<file path="config.mk">
export PLATFORM = sky130hd
export DESIGN_NAME = pc_gen
export DESIGN_NICKNAME = d
export VERILOG_FILES = /design/src/rtl/pc_gen.sv
export SDC_FILE = /design/constraint.sdc
export NUM_CORES = 1
export LEC_CHECK = 0
export CAP_MARGIN = 20
export CORE_MARGIN = 5
export CORE_UTILIZATION = 40
export DETAILED_ROUTE_END_ITERATION = 7
export PLACE_DENSITY = 0.85
export SLEW_MARGIN = 5
export SYNTH_ARGS = -nofsm -noshare
export SYNTH_HDL_FRONTEND = slang
export SYNTH_SLANG_ARGS = --single-unit
</file>
<file path="constraint.sdc">
create_clock -name clk -period 2.6 [get_ports clk]
set_clock_uncertainty 0.2 [all_clocks]
set_input_delay 0.39 -clock clk [delete_from_list [all_inputs] [get_ports clk]]
set_output_delay 0.39 -clock clk [all_outputs]
set_load 0.05 [all_outputs]
</file>
<file path="src/rtl/pc_gen.sv">
// pc_gen: fetch-stage program-counter generator.
// Each cycle it picks the next instruction address from exception, redirect,
// return, stall-hold or sequential increment, in that priority order.
// Optional feature macro: PC_GEN_RAS_EN builds a circular return-address
// stack that predicts return targets; without it returns always use the
// architectural ret_target and call_valid has no effect.
module pc_gen #(
  parameter int               WIDTH     = 32,
  parameter logic [WIDTH-1:0] RESET_VEC = 32'h8000_0000,
  parameter logic [WIDTH-1:0] EXC_VEC   = 32'h8000_0180,
  parameter int               INC       = 4,
  parameter int               RAS_DEPTH = 4
) (
  input  logic                           clk,
  input  logic                           reset,
  input  logic                           stall,
  input  logic                           redirect_valid,
  input  logic [WIDTH-1:0]               redirect_target,
  input  logic                           call_valid,
  input  logic                           ret_valid,
  input  logic [WIDTH-1:0]               ret_target,
  input  logic                           exc_valid,
  output logic [WIDTH-1:0]               ia,
  output logic                           ia_valid,
  output logic [$clog2(RAS_DEPTH+1)-1:0] ras_count,
  output logic                           ras_hit
);

  localparam int               CW         = $clog2(RAS_DEPTH + 1);
  localparam logic [WIDTH-1:0] INC_W      = WIDTH'(INC);
  // INC is a power of two, so INC-1 covers exactly the sub-alignment bits.
  localparam logic [WIDTH-1:0] ALIGN_MASK = ~(INC_W - WIDTH'(1));

  // Clear the sub-instruction offset bits of a target address.
  function automatic logic [WIDTH-1:0] align_addr(input logic [WIDTH-1:0] addr);
    return addr & ALIGN_MASK;
  endfunction

  logic [WIDTH-1:0] ia_r;
  logic             ia_valid_r;
  logic [WIDTH-1:0] link_s;      // sequential successor, also the call link
  logic [WIDTH-1:0] ret_pred_s;  // address a return resolves to
  logic [WIDTH-1:0] next_ia_s;

  // Natural wrap of the adder gives the modulo-2^WIDTH increment.
  assign link_s = ia_r + INC_W;

`ifdef PC_GEN_RAS_EN
  localparam int PW = $clog2(RAS_DEPTH);

  logic [WIDTH-1:0] ras_mem_r [RAS_DEPTH];
  logic [PW-1:0]    ras_ptr_r;       // next slot to write
  logic [PW-1:0]    ras_top_idx_s;   // most recently pushed slot
  logic [CW-1:0]    ras_count_r;
  logic             ras_hit_r;
  logic             ras_nonempty_s;
  logic             pop_s;
  logic             push_s;

  assign ras_nonempty_s = (ras_count_r != {CW{1'b0}});
  assign ras_top_idx_s  = ras_ptr_r - PW'(1);
  // A return pops whenever the stack holds something, even if a redirect wins.
  assign pop_s  = ia_valid_r & ret_valid & ~exc_valid & ras_nonempty_s;
  // A call held by a stall (with no redirect) will be re-presented, so skip it.
  assign push_s = ia_valid_r & call_valid & ~exc_valid & ~(stall & ~redirect_valid);
  assign ret_pred_s = ras_nonempty_s ? ras_mem_r[ras_top_idx_s] : align_addr(ret_target);

  // Stack pointer, occupancy and hit pulse; exception flushes the stack.
  always_ff @(posedge clk or negedge reset) begin
    if (!reset) begin
      ras_ptr_r   <= {PW{1'b0}};
      ras_count_r <= {CW{1'b0}};
      ras_hit_r   <= 1'b0;
    end else begin
      ras_hit_r <= pop_s & ~redirect_valid;
      if (ia_valid_r && exc_valid) begin
        ras_ptr_r   <= {PW{1'b0}};
        ras_count_r <= {CW{1'b0}};
      end else if (pop_s && push_s) begin
        // Top entry is replaced in place; depth is unchanged.
        ras_ptr_r   <= ras_ptr_r;
        ras_count_r <= ras_count_r;
      end else if (pop_s) begin
        ras_ptr_r   <= ras_top_idx_s;
        ras_count_r <= ras_count_r - CW'(1);
      end else if (push_s) begin
        // When full the write slot is the oldest entry, which gets overwritten.
        ras_ptr_r <= ras_ptr_r + PW'(1);
        if (ras_count_r != CW'(RAS_DEPTH)) begin
          ras_count_r <= ras_count_r + CW'(1);
        end else begin
          ras_count_r <= ras_count_r;
        end
      end else begin
        ras_ptr_r   <= ras_ptr_r;
        ras_count_r <= ras_count_r;
      end
    end
  end

  // Stack storage; entries carry no reset because occupancy gates every read.
  always_ff @(posedge clk) begin
    if (push_s) begin
      if (pop_s) begin
        ras_mem_r[ras_top_idx_s] <= link_s;
      end else begin
        ras_mem_r[ras_ptr_r] <= link_s;
      end
    end
  end

  assign ras_count = ras_count_r;
  assign ras_hit   = ras_hit_r;
`else
  logic unused_call_s;

  assign unused_call_s = call_valid;
  assign ret_pred_s    = align_addr(ret_target);
  assign ras_count     = {CW{1'b0}};
  assign ras_hit       = 1'b0;
`endif

  // Next-address selection in strict priority order.
  always_comb begin
    next_ia_s = ia_r;
    if (exc_valid) begin
      next_ia_s = EXC_VEC;
    end else if (redirect_valid) begin
      next_ia_s = align_addr(redirect_target);
    end else if (ret_valid) begin
      next_ia_s = ret_pred_s;
    end else if (stall) begin
      next_ia_s = ia_r;
    end else begin
      next_ia_s = link_s;
    end
  end

  // Address register; the first edge after reset only raises ia_valid so
  // RESET_VEC is actually fetched before any control takes effect.
  always_ff @(posedge clk or negedge reset) begin
    if (!reset) begin
      ia_r       <= RESET_VEC;
      ia_valid_r <= 1'b0;
    end else if (!ia_valid_r) begin
      ia_r       <= ia_r;
      ia_valid_r <= 1'b1;
    end else begin
      ia_r       <= next_ia_s;
      ia_valid_r <= 1'b1;
    end
  end

  assign ia       = ia_r;
  assign ia_valid = ia_valid_r;

endmodule
</file>
---- Yosys cells after proc, flatten, opt, wreduce, memory -nomap -nowiden ----
Index checks and enable logic that the tools add are counted.
storage, ports and cells
  register bits ........................... 33
  input bits .............................. 71
  bits in latches ......................... 0
  output and inout bits ................... 37
  memories ................................ 0
  RAM bits ................................ 0
  memory bits (read-only) ................. 0
operators by class
  div/mod/pow operators ................... 0
  shifts and indexed selects .............. 0
  multiplexer cells ....................... 4
  reduce and logical (&&, ||, !) cells .... 1
  magnitude comparators ................... 0
  multiply operators ...................... 0
  eq/ne operators ......................... 1
  bitwise gates (word level) .............. 0
  add/sub/neg operators ................... 1
operators by type and width
  kind                                                                     number
  32-bit two-way mux                                                       4
  32-bit by 3-bit adder with 32-bit output, second input constant          1
  4-bit by 1-bit inequality test with 1-bit output, second input constant  1
  2-bit AND reduction                                                      1

---- Logic depth before layout (Yosys ltp) ----
  depth in word-level cells ............... 5
  mapped depth ............................ 7

---- Least setup slack after synthesis ----
No wires, ideal clock.
  path kind ............................... register to register
  from .................................... reg ia_r[2] (netlist: ia[2])
  to ...................................... reg ia_r[26] (netlist: ia[26])
  stages on the path, launching flop included .. 8
  setup time .............................. 0.140 ns
  arrival time ............................ 2.228 ns
  buffers on the path ..................... 1
  required time ........................... 2.260 ns
  period minus slack after synthesis ...... 2.568 ns
  setup slack ............................. 0.032 ns
  cell sequence ........................... dfrtp_1 > ha_1 > nand3_1 > or4_1 > buf_2 > nor3_1 > mux2i_1 > o221ai_1
on the way
  word-level cells in the longest chain between the ends .. 5
ends and longest elaborated chain
  what                                      line  text
  from (decl)                               39    logic [WIDTH-1:0] ia_r;
  from (signal assigned)                    146   ia_r <= ia_r;
  from (signal assigned)                    149   ia_r <= next_ia_s;
  32-bit by 3-bit adder with 32-bit output  46    assign link_s = ia_r + INC_W;
  32-bit two-way mux                        132   end else if (stall) begin
  32-bit two-way mux                        130   end else if (ret_valid) begin
  32-bit two-way mux                        128   end else if (redirect_valid) begin
  32-bit two-way mux                        126   if (exc_valid) begin
No other way between the ends. The select of a mux whose other input is x is not followed.
A chain may end at the register's enable or synchronous reset.

---- Final worst setup path ----
  from .................................... reg ia_r[3] (netlist: ia[3])
  to ...................................... reg ia_r[30] (netlist: ia[30])
Same word-level chain as after synthesis.

==> impl_metrics.yaml <==
clock_tree:
  hold_buffers: 0
  clk_latency_ns: 0.29
  cts_sinks: 31
  htreeDepth: 2
  path_clk_slew_ns: 0.07
  cts-root-buf: "clkbuf_8"
  clk_path_buf_depth: 2
  cts_tree: "done"
  cts_buffers: 5
cells_and_area:
  nNetsFinal: 505
  num_antenna_cells: 0
  syn_to_final_growth_pct: 49.44
  drive_gt1_share_pct: 12.44
  final_area_um2: 3835
  final_common_cell: "clkdlybuf4s50_1"
  layout_common_cells: "96 x clkdlybuf4s50_1, 32 x nand2_1, 30 x nor2_1, 30 x dfrtp_1"
synthesis:
  synth_seq_cells: 31
  seq_area_frac_synth_pct: 30.28
  synth.distinct_cells: 65
  synth_top_area_share_pct: 29.25
  syn_avg_cell_area_um2: 7.970
  syn_inst: 322
  yosys-top-cells-area: "dfrtp_1 29%, a21oi_1 5.5%, nand2_1 4.7%"
  synth_edf_count: 0
  syn-cell-area_um2: 2566
  ys.flop_type: "dfrtp_1"
  async_reset_ff_share_pct: 100.0
  ys_warn_count: 0
  yosys.area.top_type: "dfrtp_1"
die:
  std_cell_rows: 29
  dieHeight_um: 90.10
  die_w_um: 90.10
  die_area_um2: 8117
  ios: 108
  design.core.area_um2: 6277
  start_util_pct: 40.88
power_and_ir_drop:
  leakage_uw: 0.001476
  powerDensity_nw_per_um2: 468.1
  total_power_uw: 1795
  irDropWorstVdd_mv: 0.2920
placed_design:
  placed_area_um2: 3730
  gp_congestion: 0.9412
  port_buffers: 96
  dpl.hpwl_um: 7494
detailed_routing:
  firstDrtPassIters: 5
  drtAntennaViolNets: 0
  vias: 3213
  routed_wl_um: 9958
  drt_iter0_markers: 425
  post_drt_via_cell_ratio: 6.288
  drc: 0
  wl_per_cell_um: 19.49
timing:
  hold_slack_ns: 0.3052
  rsz0062_at_grt: "no"
  slew_headroom_pct: 53.01
  final.setup.tns_ns: 0
  setup_violations: 0
  worst_pin_slew_ns: 0.7035
  period_share_pct: 94.41
  fmax_mhz: 407.4
  slew_viol_final: 0
  hold_viol: 0
  layout_min_cycle_time_ns: 2.455
global_route:
  grt_max_degree: 32
  grt_usage_pct: 23.95
  antenna_found_initial: 0
  grt_first_pass_wirelength_um: 16260
  grt_pass1_vias: 3283
  overflow: 0
critical_path:
  crit_arrival_ns: 2.47
  startpoint_type: "flop"
  crit_path_end_kind: "flop"
  crit_fanout: 6
  required_ns: 2.61
  critPathKind: "reg -> reg"
run_status:
  outcome: "finished, final reports clean"
hold_path:
  hold_class: "in -> async"
job:
  max_cap_violations: 0
-- per-stage QoR --
step | worst slack, ns | utilization [%] | std cells
finish | 0.1453 | 61.09 | 511
global placement | 0.1797 | 59.42 | 503
floorplan | 0.03201 | - | 327
global route | 0.001132 | 61.09 | 511
detailed placement | 0.08168 | 59.42 | 503
CTS | 0.07858 | 61.01 | 511
-- path summary, 6_finish.rpt --
check                                    from            endpoint  slack [ns]  cells past startpoint
min in group clk           ia[31]$_DFFE_PN1P_  ia[31]$_DFFE_PN1P_        0.36                      2
setup / recovery            ia[3]$_DFFE_PN0P_  ia[30]$_DFFE_PN0P_        0.15                      6
hold / removal                          reset   ia[7]$_DFFE_PN0P_        0.31                      2
hold reg to reg            ia[31]$_DFFE_PN1P_  ia[31]$_DFFE_PN1P_        0.36                      2
max in group asynchronous               reset  ia[31]$_DFFE_PN1P_        1.56                      2
setup reg to reg            ia[3]$_DFFE_PN0P_  ia[30]$_DFFE_PN0P_        0.15                      6
-- flip-flops by register name, summed over array words and instances, names as in the netlist --
| register | cells |
|---|---|
| ia_valid | 1 |
| ia | 30 |
-- critical path, stage by stage (launching register included) --
cell      delay, ns
dfrtp_1        0.43
ha_1           0.23
nand3_1        0.16
or4_1          0.69
nor3b_2        0.25
mux2_2         0.36
o221ai_2       0.06
-- cells in the mapped netlist (7+ instances only) --
| master | number |
|---|---|
| o221ai_1 | 8 |
| a21oi_1 | 28 |
| o21ai_0 | 16 |
| nand2_1 | 32 |
| nand3_1 | 13 |
| clkbuf_1 | 13 |
| inv_1 | 9 |
| buf_4 | 8 |
| dfrtp_1 | 30 |
| a31oi_1 | 7 |
| nand4_1 | 7 |
| nor2_1 | 30 |
| o22ai_1 | 12 |
-- routing by layer --
layer / track usage (%) / up-vias / share of wire (%)
met2: 40.18 / 219 / 47
met4: 10.79 / 0 / 3.7
met1: 28.98 / 1491 / 39
li1: - / 1463 / -
met5: 0 / - / 0
met3: 5.593 / 40 / 10
-- final cells by class --
class	instances	area (um^2)
well taps	77	96.34
flip-flops and latches	31	777.0
fillers	554	2442
repair buffers	125	1191
clock buffers	8	100.1
multi-input cells	260	1633
inverters	10	37.54
-- report_power, final --
group	leakage, uW	switching [uW]	internal, uW
registers	0.000389	88.7	538
clock network	0.0000515	201	242
logic	0.00104	429	297
total	0.00148	719	1080
-- repair_timing --
item / CTS / global route
resized for setup: 0 / 1
endpoints found under the setup margin: 0 / 1
setup buffers: 0 / 0
-- cells by family after synthesis --
logic type	share of synthesized area, %
buffers and inverters	7.167
xor gates and xnor gates	0.6827
muxes	1.609
and+or+nand+nor	25.21
adders and majority gates	0.4875
DFF	30.28
other	0.2926
AOI/OAI and AO/OA	34.28
No activity file was read; power rests on OpenSTA's default activity.
